**src/rtl/instruction_fetch.sv**
```systemverilog
// Instruction fetch unit: reads a program from word-addressed instruction
// memory into a 2-entry in-order buffer and hands instructions to the core.
//
// state | meaning
// ------+-----------------------------------------------------------------
// IDLE  | waiting for enable; fetch address is reloaded with 0 on exit
// RUN   | issuing reads while fetch address < endAddr
// DRAIN | all reads issued; waiting for buffer empty, no read pending, core idle
// DONE  | program complete; done=1 until enable drops
module instruction_fetch #(
  parameter int INSTRUCTION_WIDTH = 32,
  parameter int ADDR_WIDTH        = 16
) (
  input  logic                         clk,
  input  logic                         reset,
  input  logic                         enable,
  input  logic [ADDR_WIDTH-1:0]        endAddr,
  output logic                         memReq,
  output logic [ADDR_WIDTH-1:0]        memAddr,
  input  logic                         memValid,
  input  logic [INSTRUCTION_WIDTH-1:0] memData,
  output logic [INSTRUCTION_WIDTH-1:0] instructionOut,
  output logic                         start,
  input  logic                         busy,
  input  logic                         redirectValid,
  input  logic [ADDR_WIDTH-1:0]        redirectAddr,
  output logic [ADDR_WIDTH-1:0]        pc,
  output logic                         done
);

  typedef enum logic [1:0] {IDLE, RUN, DRAIN, DONE} state_t;

  localparam logic [ADDR_WIDTH-1:0] ADDR_ONE = ADDR_WIDTH'(1);

  state_t                         state;
  logic [ADDR_WIDTH-1:0]          fetch_pc;
  logic [ADDR_WIDTH-1:0]          req_addr;
  logic [1:0]                     count;
  logic                           head;
  logic                           outstanding;
  logic                           discard;
  logic [INSTRUCTION_WIDTH-1:0]   buf_data [2];
  logic [ADDR_WIDTH-1:0]          buf_addr [2];

  logic                           non_empty;
  logic                           issue;
  logic                           resp;
  logic                           push;
  logic                           pop;
  logic                           tail;
  logic                           redirect_in_range;
  logic [ADDR_WIDTH-1:0]          redirect_pc;

  // Issue/accept decisions and the handshake outputs; every output is
  // forced to 0 while reset is held, independent of the registered state.
  // A redirect also blocks issue so no read is launched for the stale path.
  always_comb begin
    non_empty         = (count != 2'd0);
    issue             = reset && (state == RUN) && enable && !redirectValid &&
                        (fetch_pc < endAddr) && !outstanding && (count != 2'd2);
    resp              = memValid && outstanding;
    push              = resp && !discard && !redirectValid;
    pop               = reset && non_empty && !busy && !redirectValid;
    tail              = (count == 2'd1) ? ~head : head;
    redirect_in_range = (redirectAddr < endAddr);
    redirect_pc       = redirect_in_range ? redirectAddr : endAddr;

    memReq         = issue;
    memAddr        = reset ? fetch_pc : '0;
    start          = pop;
    instructionOut = (reset && non_empty) ? buf_data[head] : '0;
    pc             = (reset && non_empty) ? buf_addr[head] : '0;
    done           = reset && (state == DONE);
  end

  // Buffer payload: accepted read data goes to the tail with its address.
  always_ff @(posedge clk) begin
    if (push) begin
      buf_data[tail] <= memData;
      buf_addr[tail] <= req_addr;
    end
  end

  // Control: FSM, fetch address, buffer pointers and the single read slot.
  always_ff @(posedge clk) begin
    if (!reset) begin
      state       <= IDLE;
      fetch_pc    <= '0;
      req_addr    <= '0;
      count       <= 2'd0;
      head        <= 1'b0;
      outstanding <= 1'b0;
      discard     <= 1'b0;
    end else begin
      if (redirectValid) begin
        // A response landing with the redirect is consumed and dropped;
        // otherwise the pending one is tagged to be dropped on arrival.
        count       <= 2'd0;
        head        <= 1'b0;
        outstanding <= outstanding && !memValid;
        discard     <= outstanding && !memValid;
      end else begin
        count <= count + {1'b0, push} - {1'b0, pop};
        if (pop) head <= ~head;
        if (resp) begin
          outstanding <= 1'b0;
          discard     <= 1'b0;
        end
        if (issue) begin
          outstanding <= 1'b1;
          req_addr    <= fetch_pc;
          fetch_pc    <= fetch_pc + ADDR_ONE;
        end
      end

      if (state == IDLE) begin
        if (enable) begin
          fetch_pc <= '0;
          state    <= (endAddr == '0) ? DRAIN : RUN;
        end
      end else if (redirectValid) begin
        fetch_pc <= redirect_pc;
        state    <= redirect_in_range ? RUN : DRAIN;
      end else begin
        case (state)
          RUN:     if (issue && ((fetch_pc + ADDR_ONE) == endAddr)) state <= DRAIN;
          DRAIN:   if (!non_empty && !outstanding && !busy) state <= DONE;
          DONE:    if (!enable) state <= IDLE;
          default: state <= IDLE;
        endcase
      end
    end
  end

endmodule

```
**config.mk**
```make
export PLATFORM = sky130hd
export DESIGN_NAME = instruction_fetch
export DESIGN_NICKNAME = d
export VERILOG_FILES = /design/src/rtl/instruction_fetch.sv
export SDC_FILE = /design/constraint.sdc
export NUM_CORES = 1
export LEC_CHECK = 0
export BUFFER_PORTS_ARGS = -buffer_cell sky130_fd_sc_hd__clkbuf_2
export CAP_MARGIN = 15
export CORE_MARGIN = 1.5
export CORE_UTILIZATION = 56
export DETAILED_ROUTE_END_ITERATION = 10
export PLACE_DENSITY_LB_ADDON = 0.1
export SKIP_CTS_REPAIR_TIMING = 1
export SYNTH_ARGS = -nofsm -noshare
export SYNTH_HDL_FRONTEND = slang
export SYNTH_SLANG_ARGS = --single-unit
```
**constraint.sdc**
```tcl
create_clock -name clk -period 4.8 [get_ports clk]
set_input_delay 0.96 -clock clk [delete_from_list [all_inputs] [get_ports clk]]
set_output_delay 0.96 -clock clk [all_outputs]
set_load 0.05 [all_outputs]
```
# [Yosys cells after proc, flatten, opt, wreduce, memory -nomap -nowiden]
# Memories as Yosys holds them, arrays and structs flattened. A register that Yosys moved wholly into a read port is not among the register bits.
# Cells that the tools add are included.
[word_totals] reg_bits=39 ram_bits=96 input_bits=70 output_inout_bits=67 word_cells=87 n_memories=2
[classes] add_sub_neg=3 order_cmp=2 eq_ne=10 muxes=29 n_bitwise=3 n_reduce_logical=31
[memory_table] name="buf_data" words=2 width=32 read_ports=1 rd_ports_with_merged_regs=1 wr=1 line="42" source="logic [INSTRUCTION_WIDTH-1:0] buf_data [2];"
[memory_table] name="buf_addr" words=2 width=16 read_ports=1 rd_ports_with_merged_regs=1 wr=1 line="43" source="logic [ADDR_WIDTH-1:0] buf_addr [2];"
[op_table] cell="$mux 16" count=8
[op_table] cell="$lt 16x16->1" count=2
[op_table] cell="$mux 32" count=1
[op_table] cell="$logic_and 1x1->1" count=17
[op_table] cell="$add 16x1->16 const B" count=1
[op_table] cell="$eq 16x16->1" count=1
[op_table] cell="$logic_not 16->1" count=1
[op_table] cell="$mux 2" count=8
[op_table] cell="$mux 1" count=11
[op_table] cell="$logic_not 1->1" count=6
[op_table] cell="$pmux 2 s3" count=1
[op_table] cell="$eq 2x1->1 const B" count=2
[op_table] cell="$eq 2x2->1 const B" count=2
[op_table] cell="$ne 2x2->1 const B" count=2
[op_table] cell="$ne 4x2->1 const B" count=1
[op_table] cell="$ne 4x3->1 const B" count=1
[op_table] cell="$ne 4x4->1 const B" count=1
[op_table] cell="$reduce_and 4->1" count=1
[op_table] cell="$reduce_bool 2->1" count=2
[op_table] cell="$not 1->1" count=3
[op_table] cell="$reduce_bool 3->1" count=1
[op_table] cell="$add 2x1->2" count=1
[op_table] cell="$logic_not 2->1" count=1
[op_table] cell="$reduce_and 2->1" count=1
[op_table] cell="other kinds (2)" count=2

# [Longest topological paths before layout]
[depth] ltp_word=12 depth_mapped=11 mapped_depth_nobuf=9

# [Worst setup path after synthesis]
# Ideal clock, no wire load.
[synth_timing] path_kind="in2reg" start="input redirectValid" end="memory buf_addr[1][0] (enable)" setup_time_ns=0.459 arrival_ns=3.672 required_time_ns=4.341 path_slack_ns=0.669 path_stages=3 n_path_buf=1 cell_sequence="clkbuf_1 > or3_1 > nor2b_1"
[synth_via] elab_chain_len=4
[synth_lines] item="from (decl)" line="25" source="input logic redirectValid,"
[synth_lines] item="$logic_not 1->1" line="62" source="push = resp && !discard && !redirectValid;"
[synth_lines] item="$logic_and 1x1->1" line="62"
[synth_lines] item="$mux 1" line="78" source="if (push) begin"
[synth_lines] item="$mux 1 (implied by the code)" line="80" source="buf_addr[tail] <= req_addr;"
[synth_lines] item="to (decl)" line="43"
# No other way between the ends.

# [Worst setup path after layout]
[layout_timing] start="input endAddr[1]" end="output memReq"
[layout_via] elab_chain_len=4
[layout_lines] item="from (decl)" line="17" source="input logic [ADDR_WIDTH-1:0] endAddr,"
[layout_lines] item="$lt 16x16->1" line="60" source="(fetch_pc < endAddr) && !outstanding && (count != 2'd2);"
[layout_lines] item="$logic_and 1x1->1" line="59" source="issue = reset && (state == RUN) && enable && !redirectValid &&"
[layout_lines] item="$logic_and 1x1->1 (2 in series)" line="60"
[layout_lines] item="to (decl)" line="18" source="output logic memReq,"
# No other way between the ends.

==> metrics.cfg <==
[clock_network]
clk_pin_slew_ns = 0.05
cts_tree = yes
cts_sinks = 136
cts_buffers = 17
clockBufferDepth = 2
clk_latency_ns = 0.41
h-tree-depth = 4
cts-root-buf = clkbuf_16

[flow_run]
cap_viol_max_count = 0

[sta]
hold_viol_final = 0
rsz0062_at_grt = false
tightest_slew_ns = 1.01
period_minus_slack_ns = 3.94
max_freq_mhz = 254
slew_violations = 0
timing.hold.ws_ns = 0.461
finalSetupViolations = 0
setup_tns_ns = 0
finalClockSkew_ns = 0.00728
min_period_over_period_pct = 82.0
slew_headroom_pct = 32.3
layout_setup_ws_ns = 0.863

[power_and_ir_drop]
power_density_nw_per_um2 = 358
p_leak_nw = 3.24
peakVddDrop_v = 0.000210

[detailed_routing]
antenna_left = 0
drc_errors = 0
wirelength_um = 17000
vias = 5337
drtIter0Drc = 436
drt_pass1_iterations = 5
wl_per_cell_um = 17.9
via_per_inst = 5.64

[global_routing]
grt_pass1_vias = 5107
grtUsageTotal_pct = 25.8
grt_max_degree = 50
grt_pass1_wl_um = 26100
antenna_found_initial = 0
grt_remaining_overflow = 0

[synthesis]
synth_area_leaders = edfxtp_1, mux2i_1, dfxtp_1
synth_seq_area_share_pct = 51.6
yosysTopAreaCell = edfxtp_1
synth_top_area_share_pct = 40.4
ys_warn_count = 0
synthCells = 634
yosys_register_bits = 136
synthFlopType = edfxtp_1
syn_area_per_cell_um2 = 11.3
mappedNetlistArea_um2 = 7140
async_flop_share_pct = 0
ys_types = 61
syn-num-nets = 743
synth_edf_count = 96

[floorplan]
start_util_pct = 57.0
die_x_um = 116
io_pins = 137
die_area_um2 = 13400
die_y_um = 116
fp-row-count = 41
coreArea_um2 = 12500

[min_path]
hold_class = register to register

[worst_setup_path]
cp_common_cell = clkbuf_2
worstSetupPathType = primary input to output pin
max_stage_delay_ns = 0.29
crit_required_ns = 3.84
start_kind = primary input
crit_slowest_cell = clkbuf_2
path_cells = clkbuf_2 -> inv_1 -> ha_1 -> nor2b_1 -> o211ai_1 -> a211oi_1 -> o31ai_2 -> buf_4 -> and2_1 -> clkbuf_2
crit_path_max_fanout = 18
crit_arrival_ns = 2.98
regToRegSetupSlack_ns = 1.61
cp-end-kind = output pin

[run_status]
status = finished, final reports clean

[placement]
portBuffers = 136
place_ws_ns = 0.918
gp_congestion = 0.897
dp.cells = 914
dp_hpwl_um = 12400

[cells_and_area]
drive_gt1_share_pct = 24.0
nNetsFinal = 870
stdcell_count = 946
synthToLayoutAreaGrowth_pct = 18.5
n_antenna_cell = 0
multiInputGateArea_um2 = 3190
regArea_um2 = 3680
fillers = 996

[where the power goes]
group | switching [mW] | internal [mW]
combinational | 0.308 | 0.198
clock | 0.473 | 0.670
sequential | 0.0920 | 1.29
[cell usage in the layout, fill, tap and decap left out, drive strengths merged, types with 7 or more instances in the layout]
cell type / n
nand2b: 7
nand4: 15
buf: 9
mux2i: 82
clkinv: 7
edfxtp: 96
a21oi: 19
nand3: 21
nand2: 21
inv: 27
and2: 17
dfxtp: 40
ha: 39
o22ai: 16
o21ai: 8
clkbuf: 156
nor2: 85
xor2: 21
xnor2: 17
[cells by family after synthesis]
logic type      synth area share (%)
simple gates                    13.8
flops                           51.6
mux                             11.7
compound gates                  7.29
buf+inv                         4.12
fa+ha+maj                       6.84
xor+xnor                        4.66
[flip-flops by register name (all words and copies together) (netlist names), named ones only]
name / cells
count: 2
buf_addr: 32
state: 2
discard: 1
head: 1
req_addr: 16
fetch_pc: 16
buf_data: 64
outstanding: 1
[area by class of cell]
class,instances,share of cell area [%]
clock buffer,20,5.28
clock inverter,12,0.961
inverter,26,1.15
multi-input combinational,435,37.7
sequential,136,43.6
tap,172,2.54
timing repair buffer,145,8.84
[metal layers]
layer	up-vias	part of all wire [%]	global-route usage, %
li1	2570	-	-
met2	181	48	42.5
met3	33	6.8	5.70
met5	-	0	0
met1	2553	42	33.0
met4	0	2.3	10.7
[synthesized netlist by cell type, types with 5 or more instances]
cell type / n
a21oi_1: 19
ha_1: 39
nor2b_1: 6
dfxtp_1: 40
nand4_1: 15
edfxtp_1: 96
o21ai_0: 7
nor3_1: 6
nor4_1: 5
and2_1: 15
xnor2_1: 17
mux2i_1: 82
nor2_1: 84
nand2_1: 21
nand3_1: 21
clkbuf_1: 23
o22ai_1: 16
inv_1: 26
nand2b_1: 7
xor2_1: 21
[worst max-delay path: cells and delay by family]
kind	cells	cell delay (ns)
buffers and inverters	4	0.76
AND/OR/NAND/NOR	2	0.32
AO/OA/AOI/OAI	3	0.64
adder cells (fa/ha/maj)	1	0.28
[metrics by stage]
stage	total power, mW	instance area, um2	util (%)
2_1_floorplan	1.74	7140	-
5_1_grt	3.15	8460	67.6
3_5_place_dp	1.90	7930	63.4
6_report	3.03	8460	67.6
3_3_place_gp	1.89	7930	63.4
4_1_cts	3.04	8460	67.6
[path summary, 6_finish.rpt]
check,start,endpoint,cells past startpoint
worst max-delay path,endAddr[1],memReq,10
worst min-delay path,req_addr[15],buf_addr[0][15],0
worst max register to register,fetch_pc[4],state[0],7
worst min register to register,req_addr[15],buf_addr[0][15],0
No activity file was read; power rests on OpenSTA's default activity.
